**src/rtl/paint_write_arbiter_if.sv**
```systemverilog
// Pixel handshake and RAM write bus shared between two requesters and the paint arbiter.
// The arbiter uses the slave modport; the pixel sources and the RAM use the master view.
interface paint_write_arbiter_if #(
    parameter int unsigned ADDR_W = 19
);
    logic              a_valid;
    logic [9:0]        a_x;
    logic [8:0]        a_y;
    logic [2:0]        a_color;
    logic              a_ready;

    logic              b_valid;
    logic [9:0]        b_x;
    logic [8:0]        b_y;
    logic [2:0]        b_color;
    logic              b_ready;

    logic              ram_wren;
    logic [ADDR_W-1:0] ram_wr_addr;
    logic [2:0]        ram_wr_data;
    logic              oob_err;

    modport slave (
        input  a_valid, a_x, a_y, a_color,
        output a_ready,
        input  b_valid, b_x, b_y, b_color,
        output b_ready,
        output ram_wren, ram_wr_addr, ram_wr_data, oob_err
    );

    modport master (
        output a_valid, a_x, a_y, a_color,
        input  a_ready,
        output b_valid, b_x, b_y, b_color,
        input  b_ready,
        input  ram_wren, ram_wr_addr, ram_wr_data, oob_err
    );
endinterface

```
**src/rtl/paint_write_arbiter.sv**
```systemverilog
// Sole owner of the paint RAM write port: round-robin between requesters A and B,
// (x,y) to linear address, off-screen drop, and a full-screen clear sweep.
module paint_write_arbiter #(
    parameter int unsigned WIDTH  = 640,
    parameter int unsigned HEIGHT = 480,
    parameter int unsigned ADDR_W = 19
) (
    input  logic clk,
    input  logic reset,
    input  logic clear_req,
    output logic clear_busy,
    paint_write_arbiter_if.slave bus
);
    typedef enum logic {RUN, CLEAR} state_t;

    localparam logic [ADDR_W-1:0] W_A  = ADDR_W'(WIDTH);
    localparam logic [ADDR_W-1:0] LAST = ADDR_W'(WIDTH * HEIGHT - 1);

    state_t            state_q, state_d;
    logic [ADDR_W-1:0] cnt_q, cnt_d;
    logic              prefer_b_q, prefer_b_d;
    logic              wren_q, wren_d;
    logic [ADDR_W-1:0] addr_q, addr_d;
    logic [2:0]        data_q, data_d;
    logic              oob_q, oob_d;
    logic              busy_q, busy_d;

    logic              a_rdy, b_rdy;
    logic [9:0]        px_x;
    logic [8:0]        px_y;
    logic [2:0]        px_c;
    logic              on_screen;

    // Clear request in RUN blocks both requesters so the clear wins a tie.
    always_comb begin
        a_rdy = 1'b0;
        b_rdy = 1'b0;
        if (state_q == RUN && !clear_req) begin
            if (bus.a_valid && bus.b_valid) begin
                a_rdy = !prefer_b_q;
                b_rdy = prefer_b_q;
            end else begin
                a_rdy = bus.a_valid;
                b_rdy = bus.b_valid;
            end
        end
    end

    assign px_x      = b_rdy ? bus.b_x     : bus.a_x;
    assign px_y      = b_rdy ? bus.b_y     : bus.a_y;
    assign px_c      = b_rdy ? bus.b_color : bus.a_color;
    assign on_screen = (32'(px_x) < WIDTH) && (32'(px_y) < HEIGHT);

    always_comb begin
        state_d    = state_q;
        cnt_d      = cnt_q;
        prefer_b_d = prefer_b_q;
        wren_d     = 1'b0;
        addr_d     = addr_q;
        data_d     = data_q;
        oob_d      = 1'b0;
        busy_d     = 1'b0;
        case (state_q)
            RUN: begin
                if (clear_req) begin
                    state_d = CLEAR;
                    cnt_d   = '0;
                end
                if (a_rdy || b_rdy) begin
                    prefer_b_d = a_rdy;
                    if (on_screen) begin
                        wren_d = 1'b1;
                        addr_d = ADDR_W'(px_y) * W_A + ADDR_W'(px_x);
                        data_d = px_c;
                    end else begin
                        oob_d = 1'b1;
                    end
                end
            end
            CLEAR: begin
                wren_d = 1'b1;
                busy_d = 1'b1;
                addr_d = cnt_q;
                data_d = '0;
                if (cnt_q == LAST) begin
                    state_d = RUN;
                end else begin
                    cnt_d = cnt_q + 1'b1;
                end
            end
            default: state_d = RUN;
        endcase
    end

    always_ff @(posedge clk or negedge reset) begin
        if (!reset) begin
            state_q    <= RUN;
            cnt_q      <= '0;
            prefer_b_q <= 1'b0;
            wren_q     <= 1'b0;
            addr_q     <= '0;
            data_q     <= '0;
            oob_q      <= 1'b0;
            busy_q     <= 1'b0;
        end else begin
            state_q    <= state_d;
            cnt_q      <= cnt_d;
            prefer_b_q <= prefer_b_d;
            wren_q     <= wren_d;
            addr_q     <= addr_d;
            data_q     <= data_d;
            oob_q      <= oob_d;
            busy_q     <= busy_d;
        end
    end

    assign bus.a_ready     = a_rdy;
    assign bus.b_ready     = b_rdy;
    assign bus.ram_wren    = wren_q;
    assign bus.ram_wr_addr = addr_q;
    assign bus.ram_wr_data = data_q;
    assign bus.oob_err     = oob_q;
    assign clear_busy      = busy_q;
endmodule
```
**src/flat_wrapper.sv**
```systemverilog
// flat-port wrapper written by rule: the top's interface ports become plain ports
module paint_write_arbiter_flat 
#(
    parameter int unsigned WIDTH  = 640,
    parameter int unsigned HEIGHT = 480,
    parameter int unsigned ADDR_W = 19
)
  (clk, reset, clear_req, clear_busy, bus_a_valid, bus_a_x, bus_a_y, bus_a_color, bus_a_ready, bus_b_valid, bus_b_x, bus_b_y, bus_b_color, bus_b_ready, bus_ram_wren, bus_ram_wr_addr, bus_ram_wr_data, bus_oob_err);
  paint_write_arbiter_if #(.ADDR_W(ADDR_W)) bus_i ();
  input  logic clk;
  input  logic reset;
  input  logic clear_req;
  output logic clear_busy;
  input wire logic [$bits(bus_i.a_valid)-1:0] bus_a_valid;
  input wire logic [$bits(bus_i.a_x)-1:0] bus_a_x;
  input wire logic [$bits(bus_i.a_y)-1:0] bus_a_y;
  input wire logic [$bits(bus_i.a_color)-1:0] bus_a_color;
  output wire logic [$bits(bus_i.a_ready)-1:0] bus_a_ready;
  input wire logic [$bits(bus_i.b_valid)-1:0] bus_b_valid;
  input wire logic [$bits(bus_i.b_x)-1:0] bus_b_x;
  input wire logic [$bits(bus_i.b_y)-1:0] bus_b_y;
  input wire logic [$bits(bus_i.b_color)-1:0] bus_b_color;
  output wire logic [$bits(bus_i.b_ready)-1:0] bus_b_ready;
  output wire logic [$bits(bus_i.ram_wren)-1:0] bus_ram_wren;
  output wire logic [$bits(bus_i.ram_wr_addr)-1:0] bus_ram_wr_addr;
  output wire logic [$bits(bus_i.ram_wr_data)-1:0] bus_ram_wr_data;
  output wire logic [$bits(bus_i.oob_err)-1:0] bus_oob_err;
  assign bus_i.a_valid = bus_a_valid;
  assign bus_i.a_x = bus_a_x;
  assign bus_i.a_y = bus_a_y;
  assign bus_i.a_color = bus_a_color;
  assign bus_a_ready = bus_i.a_ready;
  assign bus_i.b_valid = bus_b_valid;
  assign bus_i.b_x = bus_b_x;
  assign bus_i.b_y = bus_b_y;
  assign bus_i.b_color = bus_b_color;
  assign bus_b_ready = bus_i.b_ready;
  assign bus_ram_wren = bus_i.ram_wren;
  assign bus_ram_wr_addr = bus_i.ram_wr_addr;
  assign bus_ram_wr_data = bus_i.ram_wr_data;
  assign bus_oob_err = bus_i.oob_err;
  paint_write_arbiter #(.WIDTH(WIDTH), .HEIGHT(HEIGHT), .ADDR_W(ADDR_W)) u_core (.clk(clk), .reset(reset), .clear_req(clear_req), .clear_busy(clear_busy), .bus(bus_i));
endmodule
```
**config.mk**
```make
export PLATFORM = sky130hd
export DESIGN_NAME = paint_write_arbiter_flat
export DESIGN_NICKNAME = d
export VERILOG_FILES = /design/src/rtl/paint_write_arbiter_if.sv /design/src/rtl/paint_write_arbiter.sv /design/src/flat_wrapper.sv
export SDC_FILE = /design/constraint.sdc
export NUM_CORES = 1
export LEC_CHECK = 0
export CAP_MARGIN = 20
export CORE_MARGIN = 10
export CORE_UTILIZATION = 54
export CTS_CLUSTER_DIAMETER = 60
export DETAILED_ROUTE_END_ITERATION = 12
export GPL_TIMING_DRIVEN = 0
export PLACE_DENSITY = 0.87
export SLEW_MARGIN = 20
export SYNTH_ARGS = -nofsm -noshare
export SYNTH_HDL_FRONTEND = slang
export SYNTH_SLANG_ARGS = --single-unit
```
**constraint.sdc**
```tcl
create_clock -name clk -period 8.95 [get_ports clk]
set_clock_uncertainty 0.05 [all_clocks]
set_input_delay 1.79 -clock clk [delete_from_list [all_inputs] [get_ports clk]]
set_output_delay 1.79 -clock clk [all_outputs]
set_load 0.01 [all_outputs]
```
==> results of run 1 <==
==> flip-flops by register name, summed over array words and instances, names as in the netlist <==
signal,flops
u_core.state_q,1
u_core.clear_busy,1
u_core.bus.ram_wr_data,3
u_core.bus.oob_err,1
u_core.cnt_q,19
u_core.bus.ram_wren,1
u_core.prefer_b_q,1
u_core.bus.ram_wr_addr,19
==> through the flow <==
stage | util | setup WS, ns | total power [mW] | std cells
6_report | 0.731 | 2.81 | 0.622 | 494
5_1_grt | 0.731 | 2.36 | 0.657 | 494
4_1_cts | 0.731 | 2.85 | 0.623 | 494
3_5_place_dp | 0.709 | 2.54 | 0.462 | 486
3_3_place_gp | 0.706 | 2.67 | 0.453 | 485
2_1_floorplan | - | 3.84 | 0.374 | 338
==> power groups by stage <==
stage	logic [mW]	registers (mW)	clock network, mW
3_5_place_dp	0.188	0.274	0
4_1_cts	0.189	0.270	0.164
6_report	0.189	0.271	0.163
3_3_place_gp	0.182	0.271	0
2_1_floorplan	0.0986	0.275	0
5_1_grt	0.209	0.275	0.172
==> cells in the mapped netlist (2+ instances only) <==
cell type / n
a211oi_1: 3
a21o_1: 3
a21oi_1: 12
a221o_1: 2
a31o_2: 5
and3_1: 2
and3_2: 2
buf_2: 5
buf_4: 2
clkbuf_1: 5
dfrtp_1: 46
fa_1: 2
ha_1: 17
inv_1: 9
mux2_2: 6
mux2i_1: 9
nand2_1: 61
nand2b_1: 2
nand3_1: 12
nand4_1: 9
nor2_1: 34
nor2b_1: 2
nor3_1: 5
o211ai_1: 2
o21a_1: 2
o21ai_0: 15
o221ai_1: 12
o22ai_1: 3
or3_1: 3
xnor2_1: 7
xor2_1: 21
==> logic make-up (layout without fill, tap and decap cells) <==
family	after synthesis	in the layout	synth area share
DFF	46	46	0.380
AOI/OAI and AO/OA	63	63	0.145
muxes	15	15	0.0521
xor gates and xnor gates	28	28	0.0811
adders and majority gates	19	19	0.0835
and+or+nand+nor	144	144	0.222
buffers and inverters	23	107	0.0356
==> final cells by class <==
type,instances,area (µm²),area share
flip-flops and latches,46,1150,0.288
multi-input cells,269,1770,0.442
well taps,72,90.1,0.0225
repair buffers,76,766,0.191
inverters,9,33.8,0.00845
clock buffers,5,68.8,0.0172
clock inverters,3,48.8,0.0122
plain buffers,14,73.8,0.0185
==> cell usage in the layout (no fill, tap or decap), drive strengths merged, types with 2 or more instances in the layout <==
cell type | Yosys | final
a211oi | 3 | 3
a21o | 3 | 3
a21oi | 12 | 12
a221o | 2 | 2
a31o | 5 | 5
and3 | 4 | 4
and4 | 2 | 2
buf | 9 | 11
clkbuf | 5 | 10
clkdlybuf4s50 | 0 | 74
dfrtp | 46 | 46
fa | 2 | 2
ha | 17 | 17
inv | 9 | 10
mux2 | 6 | 6
mux2i | 9 | 9
nand2 | 61 | 61
nand2b | 2 | 2
nand3 | 13 | 13
nand4 | 9 | 9
nor2 | 34 | 34
nor2b | 2 | 2
nor3 | 5 | 5
o211ai | 2 | 2
o21a | 2 | 2
o21ai | 15 | 15
o221ai | 12 | 12
o22ai | 3 | 3
or3 | 3 | 3
or4 | 2 | 2
xnor2 | 7 | 7
xor2 | 21 | 21
==> metal layers <==
layer	vias to the layer above	wire length (µm)	global-route usage
li1	1372	-	-
met1	1374	3690	0.246
met2	112	4250	0.332
met3	14	716	0.0436
met4	0	153	0.0536
met5	-	0	0
==> path summary, 6_finish.rpt <==
| kind | from | endpoint | slack [ns] | depth (start not counted) |
|---|---|---|---|---|
| max in group asynchronous | reset | u_core.bus.ram_wr_addr[12] | 7.06 | 2 |
| min | u_core.state_q | u_core.clear_busy | 0.36 | 0 |
| max reg2reg | u_core.state_q | u_core.bus.ram_wr_addr[17] | 4.37 | 16 |
| min reg2reg | u_core.state_q | u_core.clear_busy | 0.36 | 0 |
| min in group asynchronous | reset | u_core.bus.ram_wren | 1.30 | 1 |
| max | clear_req | u_core.bus.ram_wr_addr[17] | 2.81 | 16 |
==> flow_metrics.py, run 1 <==
metrics = {
    "run_status": {
        "status": "completed",
    },
    "worst_setup_path": {
        "crit_fanout": 10,
        "start_kind": "primary input",
        "end_kind": "register",
        "max_stage_delay_ns": 0.58,
        "crit_arrival_ns": 6.26,
        "cp_slowest_cell": "clkdlybuf4s50_1",
        "critPathKind": "in -> reg",
        "cp.required_ns": 9.07,
        "worstPathCellList": "clkdlybuf4s50_1, nor2_1, nand3_1, clkbuf_1, buf_2, nand2_1, nand2_1, ha_1, ha_1, fa_1, a211oi_1, o21ai_0, a211oi_1, nand4_1, xor2_1, o221ai_1",
        "critical_path_buf_inv_count": 3,
        "path_delay_family": "buffers and inverters",
    },
    "flow_run": {
        "maxCapViolCount": 0,
    },
    "synth": {
        "ys_seq_elements": 46,
        "yosysTopAreaCell": "dfrtp_1",
        "yosys-top-cells-area": "dfrtp_1 38%, nand2_1 7.6%, ha_1 7.0%, xor2_1 6.1%, nor2_1 4.2%",
        "syn_inst": 338,
        "yosys.area.top_type_share": 0.380,
        "synthFlopType": "dfrtp_1",
        "synth_edf_count": 0,
        "yosysUniqueCellTypes": 49,
        "ys.warnings.count": 0,
        "synth_area_um2": 3030,
        "ys_seq_area_frac": 0.380,
        "postSynthAreaPerCell_um2": 8.95,
        "synth-async-reset-ratio": 1.00,
        "syn_nets": 406,
    },
    "power_and_ir_drop": {
        "ir_drop_mv": 0.134,
        "pwr-share-clk": 0.262,
        "power.density_nw_per_um2": 156,
        "p_switching_mw": 0.199,
        "p_int_mw": 0.423,
        "p_comb_frac": 0.303,
        "p_leak_nw": 1.78,
        "seqPwrFrac": 0.435,
        "p_sw_frac": 0.320,
    },
    "clock_tree": {
        "postCtsHoldBufs": 0,
        "cts_resized": 0,
        "clkSlewWorstSetupHoldPaths_ns": 0.09,
        "cts_buffers": 5,
        "h-tree-depth": 2,
        "cts.sinks": 46,
        "clk_path_buf_depth": 2,
        "cts-root-buf": "clkbuf_8",
        "cts_setup_buffers": 0,
        "tritoncts": "yes",
        "clkLatencyLatePin_ns": 0.31,
    },
    "place": {
        "port_buffers": 75,
        "dp_hpwl_mm": 6.90,
        "place_area_um2": 3880,
        "place_congestion": 0.899,
    },
    "cells_and_area": {
        "drive_gt1_frac": 0.0877,
        "nFillCells": 411,
        "num-nets-final": 489,
        "num_antenna_cells": 0,
        "area_growth_pct": 32.2,
        "design_area_um2": 4000,
    },
    "detailed_routing": {
        "final_antenna_net_count": 0,
        "firstDrtPassIters": 4,
        "avgViaCountPerCell": 5.81,
        "drc": 0,
        "wire_per_inst_um": 17.8,
        "vias": 2872,
        "dr.first_iter.drc_count": 242,
        "wirelength_mm": 8.81,
    },
    "global_routing": {
        "grt_pass1_wl_mm": 14.3,
        "grt_max_degree": 35,
        "grt-ovfl-total": 0,
        "grt_antenna_before_repair": 0,
        "grt_pass1_vias": 2857,
        "track_usage": 0.196,
    },
    "sta": {
        "tns_ns": 0,
        "rsz0062_at_grt": "no",
        "fin_crit_sh": 0.687,
        "worst_slew_pin_slew_ns": 0.749,
        "fin_crit_ns": 6.14,
        "fmax_ghz": 0.163,
        "slew_headroom": 0.494,
        "hold_slack_ns": 0.357,
        "hold_viol": 0,
        "setup_viol": 0,
        "slew_viol_final": 0,
    },
    "hold_path": {
        "min_path_type": "reg -> reg",
    },
    "die": {
        "rows": 27,
        "core_area_um2": 5470,
        "start_util": 0.553,
        "die_w_um": 94.9,
        "die_y_um": 94.9,
        "ios": 76,
        "dieArea_um2": 9000,
    },
}
Power figures use the tool's default switching activity.
==> run 2, diff against run 1 <==
CORE_UTILIZATION = 45   (was 54)
PLACE_DENSITY = 0.77   (was 0.87)
clock period = 5 ns   (was 8.95 ns; I/O delays follow)
==> run 2 against run 1 <==
Net effect: register-to-register slack worse by 3.3 ns; worst setup slack worse by 2.5 ns; wire length is 0.43% higher; die area is 16% higher; core utilization is 10 points lower; clock power is 67% higher; non-clock buffer count stayed put; combinational power is 84% higher; sequential power is 79% higher; first-iteration DRC count is 32% lower; critical path type unchanged; largest cell class unchanged; largest power group unchanged.
==> flow_metrics.py, run 2 (synthesized netlist as in run 1, its figures left out) <==
metrics = {
    "place": {
        "dp_hpwl_mm": 6.94,
        "place_area_um2": 3890,
        "port_buffers": 75,
        "place_congestion": 0.822,
    },
    "global_routing": {
        "grt_util_met1": 0.223,
        "top_usage_layer": "met2",
        "grt_max_degree": 27,
        "grt-ovfl-total": 0,
        "track_usage": 0.174,
        "grt_antenna_before_repair": 0,
        "grt_pass1_wl_mm": 14.7,
        "use_met3": 0.0385,
        "grt_pass1_vias": 3002,
        "use_met2": 0.290,
    },
    "detailed_routing": {
        "dr.first_iter.drc_count": 165,
        "final_antenna_net_count": 0,
        "vias": 2859,
        "avgViaCountPerCell": 5.73,
        "wirelength_mm": 8.85,
        "wire_per_inst_um": 17.7,
        "firstDrtPassIters": 4,
        "drc": 0,
    },
    "worst_setup_path": {
        "startpoint": "clear_req",
        "max_stage_delay_ns": 0.60,
        "cp.required_ns": 5.12,
        "crit_fanout": 10,
        "critical_path_buf_inv_count": 3,
        "reg2reg_depth": 15,
        "path_delay_family": "buffers and inverters",
        "r2r-start": "u_core.prefer_b_q",
        "crit_cells": 16,
        "critPathKind": "in -> reg",
        "crit_arrival_ns": 4.83,
        "cp_slowest_cell": "clkdlybuf4s50_1",
        "worstPathCellList": "clkdlybuf4s50_1, nor2_4, nand3_1, buf_2, buf_2, nand2_1, nand2_1, ha_1, ha_1, fa_1, a211oi_2, o21ai_0, a211oi_2, nand4_1, xor2_1, o221ai_1",
        "r2r_slack_ns": 1.06,
        "end_kind": "register",
        "crit_path_end": "u_core.bus.ram_wr_addr[17]",
        "start_kind": "primary input",
        "r2r_end": "u_core.bus.ram_wr_addr[17]",
    },
    "sta": {
        "slew_viol_final": 0,
        "hold_viol": 0,
        "worst_slew_pin_slew_ns": 0.656,
        "rsz0062_at_grt": "no",
        "fin_crit_sh": 0.941,
        "fmax_ghz": 0.212,
        "setup_viol": 0,
        "fin_crit_ns": 4.71,
        "slew_headroom": 0.557,
    },
    "cells_and_area": {
        "final_common_cell": "clkdlybuf4s50_1",
        "design_area_um2": 4050,
        "num_antenna_cells": 0,
        "num-nets-final": 489,
        "drive_gt1_frac": 0.104,
        "post-route-util": 0.631,
        "area_growth_pct": 33.9,
        "layout_common_cells": "74 x clkdlybuf4s50_1, 61 x nand2_1, 46 x dfrtp_1",
    },
    "clock_tree": {
        "clk_path_buf_depth": 2,
        "postCtsHoldBufs": 0,
        "cts.sinks": 46,
        "cts_buffers": 5,
        "cts-root-buf": "clkbuf_8",
        "clkSlewWorstSetupHoldPaths_ns": 0.09,
        "clkLatencyLatePin_ns": 0.30,
        "tritoncts": "yes",
        "h-tree-depth": 2,
    },
    "power_and_ir_drop": {
        "p_leak_nw": 1.79,
        "power_mw": 1.10,
        "power.density_nw_per_um2": 273,
        "ir_drop_mv": 0.205,
    },
    "hold_path": {
        "min_path_type": "reg -> reg",
    },
    "die": {
        "dieArea_um2": 10400,
        "ios": 76,
        "rows": 29,
        "start_util": 0.471,
        "die_y_um": 102,
        "die_w_um": 102,
        "core_area_um2": 6420,
    },
    "flow_run": {
        "maxCapViolCount": 0,
    },
    "run_status": {
        "status": "completed",
    },
}
-- run 2: cell types whose count changed in the layout (fill, tap and decap cells not counted), sizes merged --
cell      previous run  this run
buf                 11        12
clkbuf              10        11
clkinvlp             1         0
inv                 10         9
-- run 2: metrics by stage --
stage / hold WS, ns / cells / setup WS [ns] / setup TNS (ns)
after floorplan: 0.324 / 338 / 0.681 / 0
after global placement: 0.346 / 490 / -0.537 / -1.77
after detailed placement: 0.333 / 491 / -0.662 / -2.30
after CTS: 0.361 / 498 / 0.0174 / 0
after global routing: 0.378 / 499 / 0.0253 / 0
final: 0.355 / 499 / 0.293 / 0
-- run 2: how the worst min path moves through the flow --
| stage | cells after the start | from | to | slack [ns] |
|---|---|---|---|---|
| final | 0 | u_core.state_q | u_core.clear_busy | 0.35 |
| after global routing | 0 | u_core.state_q | u_core.clear_busy | 0.38 |
| after CTS | 0 | u_core.state_q | u_core.clear_busy | 0.36 |
| after detailed placement | 0 | u_core.state_q | u_core.clear_busy | 0.33 |
| after global placement | 0 | u_core.state_q | u_core.clear_busy | 0.35 |
| after floorplan | 0 | u_core.state_q | u_core.clear_busy | 0.32 |
-- run 2: worst reg2reg max path: cells and delay by family, from the launching register on --
kind / cells / cell delay, ns
compound gates: 4 / 0.91
xor+xnor: 1 / 0.17
fa+ha+maj: 3 / 0.95
buf+inv: 2 / 0.61
flops: 1 / 0.43
simple gates: 5 / 0.69
-- run 2: layout make-up --
cell class / count / area (µm²)
Tap cell: 77 / 96.3
Timing Repair Buffer: 77 / 781
Inverter: 9 / 33.8
Sequential cell: 46 / 1150
Buffer: 13 / 71.3
Fill cell: 545 / 2370
Clock buffer: 7 / 76.3
Clock inverter: 1 / 30.0
Multi-Input combinational cell: 269 / 1810
-- run 2: where the power goes --
group | switching (mW) | internal [mW] | total (mW) | leakage [nW]
Clock | 0.123 | 0.150 | 0.273 | 0.0524
Sequential | 0.0561 | 0.429 | 0.485 | 0.595
Combinational | 0.164 | 0.183 | 0.347 | 1.14
Total | 0.343 | 0.762 | 1.10 | 1.79
-- run 2: what timing repair did --
| item | in CTS | in global routing |
|---|---|---|
| buffers inserted | 0 | 1 |
| endpoints found under the setup margin | 5 | 5 |
| hold endpoints to repair | 0 | 0 |
| resized for setup | 2 | 8 |
| pin swaps | 0 | 1 |
-- run 2: metal layers --
metal | up-vias | part of all wire | routed length (µm)
met3 | 18 | 0.071 | 625
met4 | 0 | 0.017 | 153
li1 | 1368 | - | -
met2 | 103 | 0.47 | 4130
met1 | 1370 | 0.44 | 3940
met5 | - | 0 | 0
